[src/rtl/freq_meter_pkg.sv]
// Shared constants for the panel measurement blocks: FSM encodings and the
// default window length for the 50 MHz board clock.
package freq_meter_pkg;

  typedef enum logic [0:0] {
    ST_IDLE = 1'b0,
    ST_GATE = 1'b1
  } meter_state_t;

  localparam int unsigned DEF_GATE_CYCLES = 50_000_000;
  localparam int unsigned DEF_CNT_W       = 27;
  localparam int unsigned DEF_GATE_W      = 26;

endpackage

[src/rtl/freq_meter_sync_edge_detect.sv]
// Two-flop synchronizer with a one-cycle rising-edge pulse, shared by panel
// blocks that take asynchronous button or sensor inputs.
module sync_edge_detect (
  input  logic clk,
  input  logic rst,
  input  logic d_async,
  output logic q_sync,
  output logic rise
);

  logic s0;
  logic s1;
  logic prev;

  always_ff @(posedge clk) begin
    if (rst) begin
      s0   <= 1'b0;
      s1   <= 1'b0;
      prev <= 1'b0;
    end else begin
      s0   <= d_async;
      s1   <= s0;
      prev <= s1;
    end
  end

  assign q_sync = s1;
  assign rise   = s1 & ~prev;

endmodule

[src/rtl/freq_meter.sv]
// Counts rising edges of a slow asynchronous signal over a window of
// GATE_CYCLES clocks and reports the latched count with a valid pulse.
module freq_meter
  import freq_meter_pkg::*;
#(
  parameter int unsigned GATE_CYCLES = DEF_GATE_CYCLES,
  parameter int unsigned CNT_W       = DEF_CNT_W,
  parameter int unsigned GATE_W      = DEF_GATE_W
) (
  input  logic             clk,
  input  logic             rst,
  input  logic             sig,
  input  logic             start,
  input  logic             cont_mode,
  output logic             busy,
  output logic [CNT_W-1:0] freq_out,
  output logic             freq_valid,
  output logic             overflow
);

  meter_state_t      state_q;
  meter_state_t      state_d;
  logic [GATE_W-1:0] gate_q;
  logic [GATE_W-1:0] gate_d;
  logic [CNT_W-1:0]  edge_q;
  logic [CNT_W-1:0]  edge_d;
  logic              sat_q;
  logic              sat_d;

  logic              sig_sync;
  logic              sig_rise;
  logic              sig_edge;
  logic              at_max_c;
  logic [CNT_W-1:0]  final_cnt_c;
  logic              final_sat_c;
  logic              term_c;

  sync_edge_detect u_sync (
    .clk     (clk),
    .rst     (rst),
    .d_async (sig),
    .q_sync  (sig_sync),
    .rise    (sig_rise)
  );

  // rise already implies the synced level is high; the AND keeps it explicit
  assign sig_edge = sig_rise & sig_sync;

  // Saturating count including an edge that lands in the current cycle
  assign at_max_c    = (edge_q == {CNT_W{1'b1}});
  assign final_cnt_c = edge_q + CNT_W'(sig_edge & ~at_max_c);
  assign final_sat_c = sat_q | (sig_edge & at_max_c);

  // Next-state and counter updates
  always_comb begin
    state_d = state_q;
    gate_d  = gate_q;
    edge_d  = edge_q;
    sat_d   = sat_q;
    term_c  = 1'b0;
    case (state_q)
      ST_IDLE: begin
        gate_d = '0;
        edge_d = '0;
        sat_d  = 1'b0;
        if (start || cont_mode) begin
          state_d = ST_GATE;
        end
      end
      ST_GATE: begin
        if (gate_q == GATE_W'(GATE_CYCLES - 1)) begin
          term_c = 1'b1;
          gate_d = '0;
          edge_d = '0;
          sat_d  = 1'b0;
          if (!cont_mode) begin
            state_d = ST_IDLE;
          end
        end else begin
          gate_d = gate_q + GATE_W'(1);
          edge_d = final_cnt_c;
          sat_d  = final_sat_c;
        end
      end
      default: begin
        state_d = ST_IDLE;
      end
    endcase
  end

  always_ff @(posedge clk) begin
    if (rst) begin
      state_q <= ST_IDLE;
    end else begin
      state_q <= state_d;
    end
  end

  // Counters and registered outputs; results hold until the next terminal cycle
  always_ff @(posedge clk) begin
    if (rst) begin
      gate_q     <= '0;
      edge_q     <= '0;
      sat_q      <= 1'b0;
      busy       <= 1'b0;
      freq_valid <= 1'b0;
      freq_out   <= '0;
      overflow   <= 1'b0;
    end else begin
      gate_q     <= gate_d;
      edge_q     <= edge_d;
      sat_q      <= sat_d;
      busy       <= (state_d == ST_GATE);
      freq_valid <= term_c;
      if (term_c) begin
        freq_out <= final_cnt_c;
        overflow <= final_sat_c;
      end
    end
  end

endmodule

[config.mk]
export PLATFORM = sky130hd
export DESIGN_NAME = freq_meter
export DESIGN_NICKNAME = d
export VERILOG_FILES = /design/src/rtl/freq_meter_pkg.sv /design/src/rtl/freq_meter_sync_edge_detect.sv /design/src/rtl/freq_meter.sv
export SDC_FILE = /design/constraint.sdc
export NUM_CORES = 1
export LEC_CHECK = 0
export ABC_CLOCK_PERIOD_IN_PS = 3900
export BUFFER_PORTS_ARGS = -buffer_cell sky130_fd_sc_hd__buf_2
export CORE_AREA = 2 2 78 80
export CTS_BUF_LIST = sky130_fd_sc_hd__clkbuf_4 sky130_fd_sc_hd__clkbuf_8
export DETAILED_ROUTE_END_ITERATION = 8
export DIE_AREA = 0 0 80 82
export HOLD_SLACK_MARGIN = 0.06
export PLACE_DENSITY = 0.91
export SLEW_MARGIN = 15
export SYNTH_ARGS = -nofsm -noshare
export SYNTH_HDL_FRONTEND = slang
export SYNTH_SLANG_ARGS = --single-unit
[constraint.sdc]
create_clock -name clk -period 3.9 [get_ports clk]
set_input_delay 0.195 -clock clk [delete_from_list [all_inputs] [get_ports clk]]
set_output_delay 0.195 -clock clk [all_outputs]
set_load 0.1 [all_outputs]
==> flow_summary.toml <==
[pwr]
comb_power_share_pct = 1.8
power.total_mw = 1.68
p_seq_share_pct = 53.3
p_clk_share_pct = 44.9
cellLeakagePower_nw = 1.40
switchingPower_uw = 355
netSwitchingFraction_pct = 21.1
p_int_mw = 1.32
power_density_nw_per_um2 = 411
ir_worst_vdd_mv = 0.343

[clock_network]
clock_path_buffers = 2
cts_tree = "done"
cts_buffers = 9
postCtsSetupBuffers = 0
cts_root_buf = "clkbuf_8"
clock_latency_ns = 0.36
clkTransAtPathRegs_ns = 0.09
cts_sinks = 87
cts-htree-levels = 3

[sta]
timing.fmax_ghz = 0.349
tns_ns = 0
grt_setup_unrepaired = "no"
fin_crit_ns = 2.87
skew_ns = 0.00685
slew_headroom_pct = 25.5
maxSlewViolCount = 0
setup_viol = 0
hold_slack_ns = 0.0686
worstMarginPinSlew_ns = 1.11
finalHoldViolCount = 0
post-route-period-util_pct = 73.6

[setup_path]
r2r_setup_slack_ns = 1.03
crit_arrival_ns = 3.08
critPathCapture = "freq_out[26]$_SDFFE_PP0P_"
crit_type = "reg2reg"
cp-start-kind = "flop"
worst_path_max_delay_cell = "nor4_1"
worstReg2RegEnd = "freq_out[26]$_SDFFE_PP0P_"
cp.depth = 10
crit_required_ns = 4.11
r2r.worst_path.cells = 10
crit_top_cell = "ha_1"
worstReg2RegStart = "edge_q[8]$_SDFF_PP0_"
path_buf_inv = 0
critPathCaptureType = "flop"
crit_path_max_fanout = 9
cpPeakStageDelay_ns = 0.54
crit_chain = "nand4_1, nor4_1, a21oi_1, ha_1, ha_1, nand3_1, nor2_1, nand3b_1, xor2_1, a211oi_2"
crit_start = "edge_q[8]$_SDFF_PP0_"
critPathTopFamily = "simple AND/OR/NAND/NOR gates"

[placement]
place.gp.congestion = 0.925
hpwlAfterDp_mm = 5.16
io_buffer_count = 34

[drt]
wl_per_cell_um = 15.0
drc = 0
first_iter_violations = 317
finalWirelength_mm = 7.68
ant_nets = 0
num_vias = 2998
dr.pass1.iters = 4
viasPerCell = 5.84

[global_routing]
grt_pass1_wl_mm = 12.7
grt_max_degree = 55
grt-ovfl-total = 0
grt_use_total_pct = 24.8
grt_pass1_vias = 2812
antenna_found_initial = 0

[synthesis]
yosysTopAreaCell = "dfxtp_1"
synth_edf_count = 0
synth_area_leaders = "dfxtp_1 48%, nor2_1 9.0%, xor2_1 7.2%"
synth_ff_type = "dfxtp_1"
synthDistinctLibCells = 38
synthCells = 402
ys_top_cells_by_count = "88 x nor2_1, 87 x dfxtp_1, 30 x xor2_1, 29 x nand3_1, 24 x nand2_1"
syn_avg_cell_area_sq_um = 9.09
ys_seq_area_share_pct = 47.7
syn_nets = 411
async_flop_share_pct = 0
synth_most_common_cell = "nor2_1"
syn_area_sq_um = 3650
yosys_warnings = 0
synth_seq_cells = 87
synth_top_area_share_pct = 47.7

[final_layout]
num_antenna_cells = 0
nets = 442
area_growth_pct = 11.7
drive_gt1_share_pct = 16.4

[min_path]
min_from = "sig"
min_path_type = "in2reg"

[floorplanning]
dieArea_sq_um = 6560
ioPinCount = 35
die_h_um = 82
die_w_um = 80
core-area_sq_um = 5750
start_util_pct = 63.6
row_count = 28

[job]
drv_cap = 0

[run_status]
status = "finished clean"
power groups by stage:
stage | Sequential, mW | Combinational [mW] | Clock, mW
6_report | 0.893 | 0.0309 | 0.753
3_3_place_gp | 0.914 | 0.0295 | 0
2_1_floorplan | 0.919 | 0.0179 | 0
4_1_cts | 0.893 | 0.0307 | 0.761
5_1_grt | 0.894 | 0.0337 | 0.791
3_5_place_dp | 0.914 | 0.0297 | 0
metrics by stage:
step	worst slack (ns)	util [%]	cells	cell area, sq um
6_report	1.03	71.0	513	4080
5_1_grt	0.811	71.0	513	4080
4_1_cts	1.03	71.0	513	4080
3_5_place_dp	1.06	66.6	496	3830
3_3_place_gp	1.28	66.6	496	3830
2_1_floorplan	1.49	-	402	3650
layout make-up:
class | instances | area, sq um
Sequential cell | 87 | 1740
Tap cell | 75 | 93.8
Inverter | 7 | 26.3
Clock inverter | 7 | 119
Multi-Input combinational cell | 293 | 1790
Clock buffer | 9 | 124
Fill cell | 446 | 1670
Timing Repair Buffer | 35 | 180
worst min path at each step:
stage	end	slack, ns	cells after the start
2_1_floorplan	u_sync.prev$_SDFF_PP0_	0.27	1
3_3_place_gp	u_sync.s0$_SDFF_PP0_	0.41	2
3_5_place_dp	busy$_SDFF_PP0_	0.43	3
4_1_cts	u_sync.s0$_SDFF_PP0_	0.07	2
5_1_grt	u_sync.s0$_SDFF_PP0_	0.08	2
6_report	u_sync.s0$_SDFF_PP0_	0.07	2
flip-flops by register name, indices dropped and copies added (netlist names):
register and flops:
busy 1, edge_q 27, freq_out 27, freq_valid 1, gate_q 26, overflow 1
sat_q 1, u_sync.prev 1, u_sync.q_sync 1, u_sync.s0 1
metal layers:
metal,global-route usage (%),wire [um]
met5,0,0
met4,13.2,184
met3,5.49,412
met2,40.0,3780
met1,31.2,3310
timing repair:
item                                   4_1_cts  5_1_grt
endpoints found under the hold margin        1        0
resized for setup                            0        0
hold buffers                                 1        0
worst register-to-register path: stages, from the launching register on:
cell	delay, ns
dfxtp_1	0.42
nand4_1	0.22
nor4_1	0.54
a21oi_1	0.18
ha_1	0.27
ha_1	0.23
nand3_1	0.17
nor2_1	0.19
nand3b_1	0.16
xor2_1	0.24
a211oi_2	0.10
kinds of logic after synthesis:
group,synth area share [%]
and+or+nand+nor,26.9
muxes,0.548
adders and majority gates,1.37
buffers and inverters,3.36
xor gates and xnor gates,11.5
AOI/OAI and AO/OA,8.60
DFF,47.7
placed cells by master (no fill, tap or decap), types with 4 or more instances in the layout:
master    count
a211oi_2     14
a21oi_1      12
and3_1        4
buf_2        34
clkbuf_8      9
dfxtp_1      87
ha_1          4
inv_1         6
nand2_1      24
nand3_1      28
nand4_1      18
nor2_1       88
nor3_1        7
nor4_1        8
o21ai_0       9
xnor2_1      18
xor2_1       30
Power figures use the tool's default switching activity.
